**config.mk**
```make
export PLATFORM = sky130hd
export DESIGN_NAME = muldiv_ctrl
export DESIGN_NICKNAME = d
export VERILOG_FILES = /design/src/rtl/muldiv_ctrl_pkg.sv /design/src/rtl/muldiv_step.sv /design/src/rtl/muldiv_ctrl.sv
export SDC_FILE = /design/constraint.sdc
export NUM_CORES = 1
export LEC_CHECK = 0
export CORE_MARGIN = 3
export CORE_UTILIZATION = 50
export DETAILED_ROUTE_END_ITERATION = 6
export GPL_ROUTABILITY_DRIVEN = 0
export PLACE_DENSITY = 0.72
export SKIP_LAST_GASP = 1
export SLEW_MARGIN = 20
export SYNTH_ARGS = -nofsm -noshare
export SYNTH_HDL_FRONTEND = slang
export SYNTH_SLANG_ARGS = --single-unit
```
**constraint.sdc**
```tcl
create_clock -name clk -period 6.3 [get_ports clk]
set_clock_uncertainty 0.1 [all_clocks]
set_input_delay 1.89 -clock clk [delete_from_list [all_inputs] [get_ports clk]]
set_output_delay 1.89 -clock clk [all_outputs]
set_load 0.02 [all_outputs]
```
**src/rtl/muldiv_ctrl_pkg.sv**
```systemverilog
`default_nettype none
// ============================================================================
//  Module      : muldiv_ctrl_pkg
//  Description : Shared encodings for the multiply/divide sequencer:
//                operation codes, FSM states and op-decoding helpers.
//  Revision    : 1.0  initial release
// ============================================================================
package muldiv_ctrl_pkg;

    // Operation encodings as presented on the op port
    typedef enum logic [1:0] {
        OP_MULT  = 2'b00,
        OP_MULTU = 2'b01,
        OP_DIV   = 2'b10,
        OP_DIVU  = 2'b11
    } op_t;

    // Sequencer states
    typedef enum logic [1:0] {
        ST_IDLE = 2'b00,
        ST_RUN  = 2'b01,
        ST_FIX  = 2'b10
    } state_t;

    // Divide ops have op[1] set
    function automatic logic op_is_div(input logic [1:0] op);
        return op[1];
    endfunction

    // Signed ops (MULT, DIV) have op[0] clear
    function automatic logic op_is_signed(input logic [1:0] op);
        return ~op[0];
    endfunction

endpackage
`default_nettype wire

```
**src/rtl/muldiv_step.sv**
```systemverilog
`default_nettype none
// ============================================================================
//  Module      : muldiv_step
//  Description : One combinational iteration of the mul/div datapath.
//                Multiply: shift-add, {acc,mq} holds the growing product and
//                mq[0] is the current multiplier bit.
//                Divide: restoring, acc is the partial remainder and mq
//                shifts the dividend out (MSB first) and the quotient in.
//  Revision    : 1.0  initial release
// ============================================================================
module muldiv_step
    import muldiv_ctrl_pkg::*;
#(
    parameter int WIDTH = 32
) (
    input  logic [1:0]       i_op,
    input  logic [WIDTH-1:0] i_acc,
    input  logic [WIDTH-1:0] i_mq,
    input  logic [WIDTH-1:0] i_b,
    output logic [WIDTH-1:0] o_acc,
    output logic [WIDTH-1:0] o_mq
);

    logic [WIDTH:0] w_sum;
    logic [WIDTH:0] w_shift;
    logic [WIDTH:0] w_diff;

    // Compute both candidate updates and select by op class
    always_comb begin
        w_sum   = {1'b0, i_acc} + (i_mq[0] ? {1'b0, i_b} : {(WIDTH+1){1'b0}});
        w_shift = {i_acc, i_mq[WIDTH-1]};
        w_diff  = w_shift - {1'b0, i_b};
        o_acc   = i_acc;
        o_mq    = i_mq;
        if (op_is_div(i_op)) begin
            // Top bit clear means the trial subtraction did not go negative
            if (!w_diff[WIDTH]) begin
                o_acc = w_diff[WIDTH-1:0];
                o_mq  = {i_mq[WIDTH-2:0], 1'b1};
            end else begin
                o_acc = w_shift[WIDTH-1:0];
                o_mq  = {i_mq[WIDTH-2:0], 1'b0};
            end
        end else begin
            // Carry out of the add shifts into the accumulator MSB
            o_acc = w_sum[WIDTH:1];
            o_mq  = {w_sum[0], i_mq[WIDTH-1:1]};
        end
    end

endmodule
`default_nettype wire

```
**src/rtl/muldiv_ctrl.sv**
```systemverilog
`default_nettype none
// ============================================================================
//  Module      : muldiv_ctrl
//  Description : Multi-cycle MULT/MULTU/DIV/DIVU sequencer owning HI/LO.
//                IDLE -> RUN (WIDTH iterations) -> FIX (sign fix, HI/LO
//                write) -> IDLE with a one-cycle done pulse. Stalls the
//                pipeline when a HI/LO consumer or new op meets a busy unit.
//                Optional macro MULDIV_SIGNED_EN enables signed MULT/DIV;
//                without it MULT/DIV behave as MULTU/DIVU.
//  Revision    : 1.0  initial release
// ============================================================================
module muldiv_ctrl
    import muldiv_ctrl_pkg::*;
#(
    parameter int WIDTH = 32,
    parameter int CNT_W = 6
) (
    input  logic             clk,
    input  logic             rst_n,
    input  logic             flush,
    input  logic             start,
    input  logic [1:0]       op,
    input  logic [WIDTH-1:0] rs_data,
    input  logic [WIDTH-1:0] rt_data,
    input  logic             mthi,
    input  logic             mtlo,
    input  logic             hi_rd,
    input  logic             lo_rd,
    output logic [WIDTH-1:0] hi,
    output logic [WIDTH-1:0] lo,
    output logic             busy,
    output logic             stall,
    output logic             done
);

    state_t             r_state;
    state_t             w_state_nxt;
    logic [CNT_W-1:0]   r_cnt;
    logic [1:0]         r_op;
    logic [WIDTH-1:0]   r_acc;
    logic [WIDTH-1:0]   r_mq;
    logic [WIDTH-1:0]   r_b;
    logic [WIDTH-1:0]   r_a_orig;
    logic [WIDTH-1:0]   r_hi;
    logic [WIDTH-1:0]   r_lo;
    logic               r_neg_q;
    logic               r_neg_r;
    logic               r_done;

    logic               w_sgn_op;
    logic               w_sa;
    logic               w_sb;
    logic [WIDTH-1:0]   w_a_mag;
    logic [WIDTH-1:0]   w_b_mag;
    logic [WIDTH-1:0]   w_step_acc;
    logic [WIDTH-1:0]   w_step_mq;
    logic [2*WIDTH-1:0] w_prod;
    logic [2*WIDTH-1:0] w_prod_fix;
    logic [WIDTH-1:0]   w_hi_fix;
    logic [WIDTH-1:0]   w_lo_fix;
    logic               w_last;

`ifdef MULDIV_SIGNED_EN
    assign w_sgn_op = op_is_signed(op);
`else
    assign w_sgn_op = 1'b0;
`endif

    // Operand magnitudes; sign flags are zero for unsigned ops
    assign w_sa    = w_sgn_op & rs_data[WIDTH-1];
    assign w_sb    = w_sgn_op & rt_data[WIDTH-1];
    assign w_a_mag = w_sa ? (-rs_data) : rs_data;
    assign w_b_mag = w_sb ? (-rt_data) : rt_data;

    assign w_last  = (r_cnt == CNT_W'(WIDTH-1));
    assign busy    = (r_state != ST_IDLE);
    assign stall   = busy & (start | hi_rd | lo_rd | mthi | mtlo);
    assign hi      = r_hi;
    assign lo      = r_lo;
    assign done    = r_done;

    muldiv_step #(
        .WIDTH (WIDTH)
    ) u_step (
        .i_op  (r_op),
        .i_acc (r_acc),
        .i_mq  (r_mq),
        .i_b   (r_b),
        .o_acc (w_step_acc),
        .o_mq  (w_step_mq)
    );

    // Final HI/LO values including sign correction and divide-by-zero result
    always_comb begin
        w_prod     = {r_acc, r_mq};
        w_prod_fix = r_neg_q ? (-w_prod) : w_prod;
        w_hi_fix   = w_prod_fix[2*WIDTH-1:WIDTH];
        w_lo_fix   = w_prod_fix[WIDTH-1:0];
        if (op_is_div(r_op)) begin
            if (r_b == '0) begin
                w_hi_fix = r_a_orig;
                w_lo_fix = '1;
            end else begin
                w_hi_fix = r_neg_r ? (-r_acc) : r_acc;
                w_lo_fix = r_neg_q ? (-r_mq)  : r_mq;
            end
        end
    end

    // State register
    always_ff @(posedge clk or negedge rst_n) begin
        if (!rst_n) begin
            r_state <= ST_IDLE;
        end else begin
            r_state <= w_state_nxt;
        end
    end

    // Next-state logic; flush aborts from any state and beats start
    always_comb begin
        w_state_nxt = r_state;
        if (flush) begin
            w_state_nxt = ST_IDLE;
        end else begin
            case (r_state)
                ST_IDLE: if (start)  w_state_nxt = ST_RUN;
                ST_RUN:  if (w_last) w_state_nxt = ST_FIX;
                ST_FIX:  w_state_nxt = ST_IDLE;
                default: w_state_nxt = ST_IDLE;
            endcase
        end
    end

    // Datapath, counter, HI/LO and done pulse
    always_ff @(posedge clk or negedge rst_n) begin
        if (!rst_n) begin
            r_cnt    <= '0;
            r_op     <= 2'b00;
            r_acc    <= '0;
            r_mq     <= '0;
            r_b      <= '0;
            r_a_orig <= '0;
            r_hi     <= '0;
            r_lo     <= '0;
            r_neg_q  <= 1'b0;
            r_neg_r  <= 1'b0;
            r_done   <= 1'b0;
        end else begin
            r_done <= 1'b0;
            if (!flush) begin
                case (r_state)
                    ST_IDLE: begin
                        if (start) begin
                            r_op     <= op;
                            r_acc    <= '0;
                            r_mq     <= w_a_mag;
                            r_b      <= w_b_mag;
                            r_a_orig <= rs_data;
                            r_neg_q  <= w_sa ^ w_sb;
                            r_neg_r  <= w_sa;
                            r_cnt    <= '0;
                        end else begin
                            if (mthi) r_hi <= rs_data;
                            if (mtlo) r_lo <= rs_data;
                        end
                    end
                    ST_RUN: begin
                        r_acc <= w_step_acc;
                        r_mq  <= w_step_mq;
                        r_cnt <= r_cnt + 1'b1;
                    end
                    ST_FIX: begin
                        r_hi   <= w_hi_fix;
                        r_lo   <= w_lo_fix;
                        r_done <= 1'b1;
                    end
                    default: ;
                endcase
            end
        end
    end

endmodule
`default_nettype wire

```
==> out/qor.yml <==
outcome:
  status: "finished clean"
timing:
  tightest_slew_ps: 1028
  drv_slew: 0
  layout_min_cycle_time_ps: 5344
  tns_ps: 0
  final-hold-violation-count: 0
  max_freq_mhz: 187.1
  setup_viol: 0
  rsz0062_at_grt: "no"
  finalCritPeriodShare_pct: 84.83
  worst_slack_ps: 955.9
  relSlewSlack_pct: 31.45
cts:
  cts_sinks: 202
  clk_latency_ps: 520
  clockRootBuffer: "clkbuf_16"
  ctsHoldBuffers: 0
  post_cts_resized: 0
  clkTransAtPathRegs_ps: 60
  post_cts_buffers: 0
  cts_tree: "yes"
  cts_buffers: 23
  ctsHtreeMaxLevel: 1
  clock_path_buffers: 3
logic_synthesis:
  syn_nets: 1685
  synth_ff_type: "dfrtp_1"
  yosys.cell_types.count: 67
  synthTopCellsByArea: "dfrtp_1 39%, o21ai_0 7.7%, nand2_1 7.1%"
  synthCells: 1544
  avgSynthCellArea_um2: 8.462
  ys_warn_count: 0
  synth_seq_area_share_pct: 38.69
  ys_seq_elements: 202
  synthesis.area_mm2: 0.01307
  synth_edf_count: 0
  synthArstFlopShare_pct: 100.0
  yosysTopAreaCell: "dfrtp_1"
  synth.top_cell.area_share_pct: 38.69
worst_setup_path:
  cp.required_ps: 4310
  path_class: "input pin to primary output"
  cpPeakStageDelay_ps: 620
  startpoint_type: "input pin"
  crit_family: "buffers and inverters"
  path_cells: "clkdlybuf4s50_1, nor3_1, a21oi_1, clkdlybuf4s50_1"
  critPathMaxFanout: 6
  worst-r2r-setup-slack_ps: 1790
  end_kind: "primary output"
  arrival_ps: 3350
  crit_buf_inv: 2
  crit_slowest_cell: "clkdlybuf4s50_1"
  crit_path_frequent_cell: "clkdlybuf4s50_1"
floorplanning:
  core.rowCount: 58
  chipWidth_um: 167.6
  die_h_um: 167.6
  core_area_mm2: 0.02540
  start_util_pct: 51.44
  die_area_mm2: 0.02810
  io_pins: 141
global_routing:
  overflow: 0
  grt_pass1_vias: 10950
  grt_max_degree: 117
  grt_pass1_wl_mm: 57.41
  antenna_found_initial: 0
  grt_usage_pct: 24.42
detailed_routing:
  drt_iter0_drc: 1068
  dr.pass1.iters: 5
  finalWirelength_mm: 35.15
  wl_per_cell_um: 17.78
  ant_nets: 0
  via_count: 11650
  drc: 0
  viasPerCell: 5.891
power:
  max-vdd-ir-drop_mv: 0.2405
  power_density_mw_per_mm2: 387.1
  p_leak_uw: 0.006844
  total_power_uw: 5984
cells_and_area:
  final_cells: 1977
  antenna_cells: 0
  post_route_cells_drive_above_1_share_pct: 6.436
  final_cell_area_mm2: 0.01546
  syn_to_final_growth_pct: 18.33
  fin_nets: 1772
placement:
  place_ws_ps: 954.6
  portBuffers: 139
  placed_area_mm2: 0.01471
  hpwl_mm: 24.99
  dp.cells: 1936
hold_path:
  min_path_type: "flop to flop"
job:
  drv_cap: 0
==> kinds of logic (layout without fill, tap and decap cells) <==
family	after synthesis	in the layout	synth area share, %
AOI/OAI and AO/OA	494	494	22.41
xor gates and xnor gates	56	56	3.812
adders and majority gates	67	67	6.531
buffers and inverters	143	246	4.223
DFF	202	202	38.69
muxes	96	96	7.719
and+or+nand+nor	486	486	16.62
==> where the power goes <==
part / switching, uW / internal [uW] / total (uW)
logic: 1520 / 1180 / 2700
registers: 354 / 1600 / 1960
clock network: 555 / 774 / 1330
==> cell type report <==
type                            instances  area, um^2
Timing Repair Buffer                  153        1513
Clock buffer                           31       655.6
Fill cell                            2204        9940
Clock inverter                         10       92.59
Sequential cell                       202        5056
Tap cell                              330       412.9
Inverter                               52       195.2
Multi-Input combinational cell       1199        7535
==> worst paths after layout <==
path | depth (start not counted) | to | startpoint
min in group asynchronous | 1 | lo[7]$_DFFE_PN0P_ | rst_n
hold reg to reg | 2 | lo[28]$_DFFE_PN0P_ | lo[28]$_DFFE_PN0P_
setup reg to reg | 13 | r_acc[23]$_DFFE_PN0P_ | r_mq[31]$_DFFE_PN0P_
max in group asynchronous | 2 | r_op[1]$_DFFE_PN0P_ | rst_n
hold / removal | 2 | lo[28]$_DFFE_PN0P_ | lo[28]$_DFFE_PN0P_
setup / recovery | 4 | stall | start
==> placed cells by master (no fill, tap or decap), types with 47 or more instances in the layout <==
cell type / count
inv_1: 52
mux2i_1: 61
dfrtp_1: 201
ha_1: 65
nand2_1: 246
nand3_1: 47
a21oi_1: 99
nor2_1: 75
o21ai_0: 201
clkdlybuf4s50_1: 138
==> routing by layer <==
metal	GRT usage [%]	vias up	share of wire [%]
met2	39.08	362	45
met5	0	-	0
met3	2.620	39	6.2
met1	36.15	5564	47
met4	5.194	0	1.6
li1	-	5682	-
==> flip-flops by register name, indices dropped and copies added, names as in the netlist, 2 cells and up <==
name / flops
hi: 32
lo: 32
r_a_orig: 32
r_acc: 32
r_b: 32
r_mq: 32
r_cnt: 6
r_state: 2
==> metrics by stage <==
stage / hold WS [ps] / utilization [%]
4_1_cts: 383.1 / 60.86
6_report: 378.4 / 60.87
2_1_floorplan: 366.9 / -
3_5_place_dp: 369.8 / 57.91
5_1_grt: 403.5 / 60.87
3_3_place_gp: 362.0 / 57.91
==> Yosys cell counts, types with 11 or more instances <==
cell      number
nor2b_1       12
o21ai_1       20
clkbuf_1      73
ha_1          65
dfrtp_1      202
mux2_2        34
mux2i_1       61
inv_1         52
xor2_1        19
nand3_1       47
o211ai_1      11
nor2_1        75
nor3_1        12
o22ai_1       33
a21o_1        32
buf_1         11
nand2_1      247
o21ai_0      202
a22oi_1       25
xnor2_1       36
and2_1        37
a21oi_1       99
==> worst reg2reg max path, cell delays in order, from the launching register on <==
cell and delay [ps]:
dfrtp_1 420, inv_1 90, ha_1 240, fa_1 420, nand2b_1 200, a21oi_1 260, o211a_1 290, a211o_1 260
o211a_1 260, o31a_1 400, xor2_4 580, buf_4 450, mux2i_1 320, o21ai_1 90
Note: power is estimated with default switching activity, not from simulation.
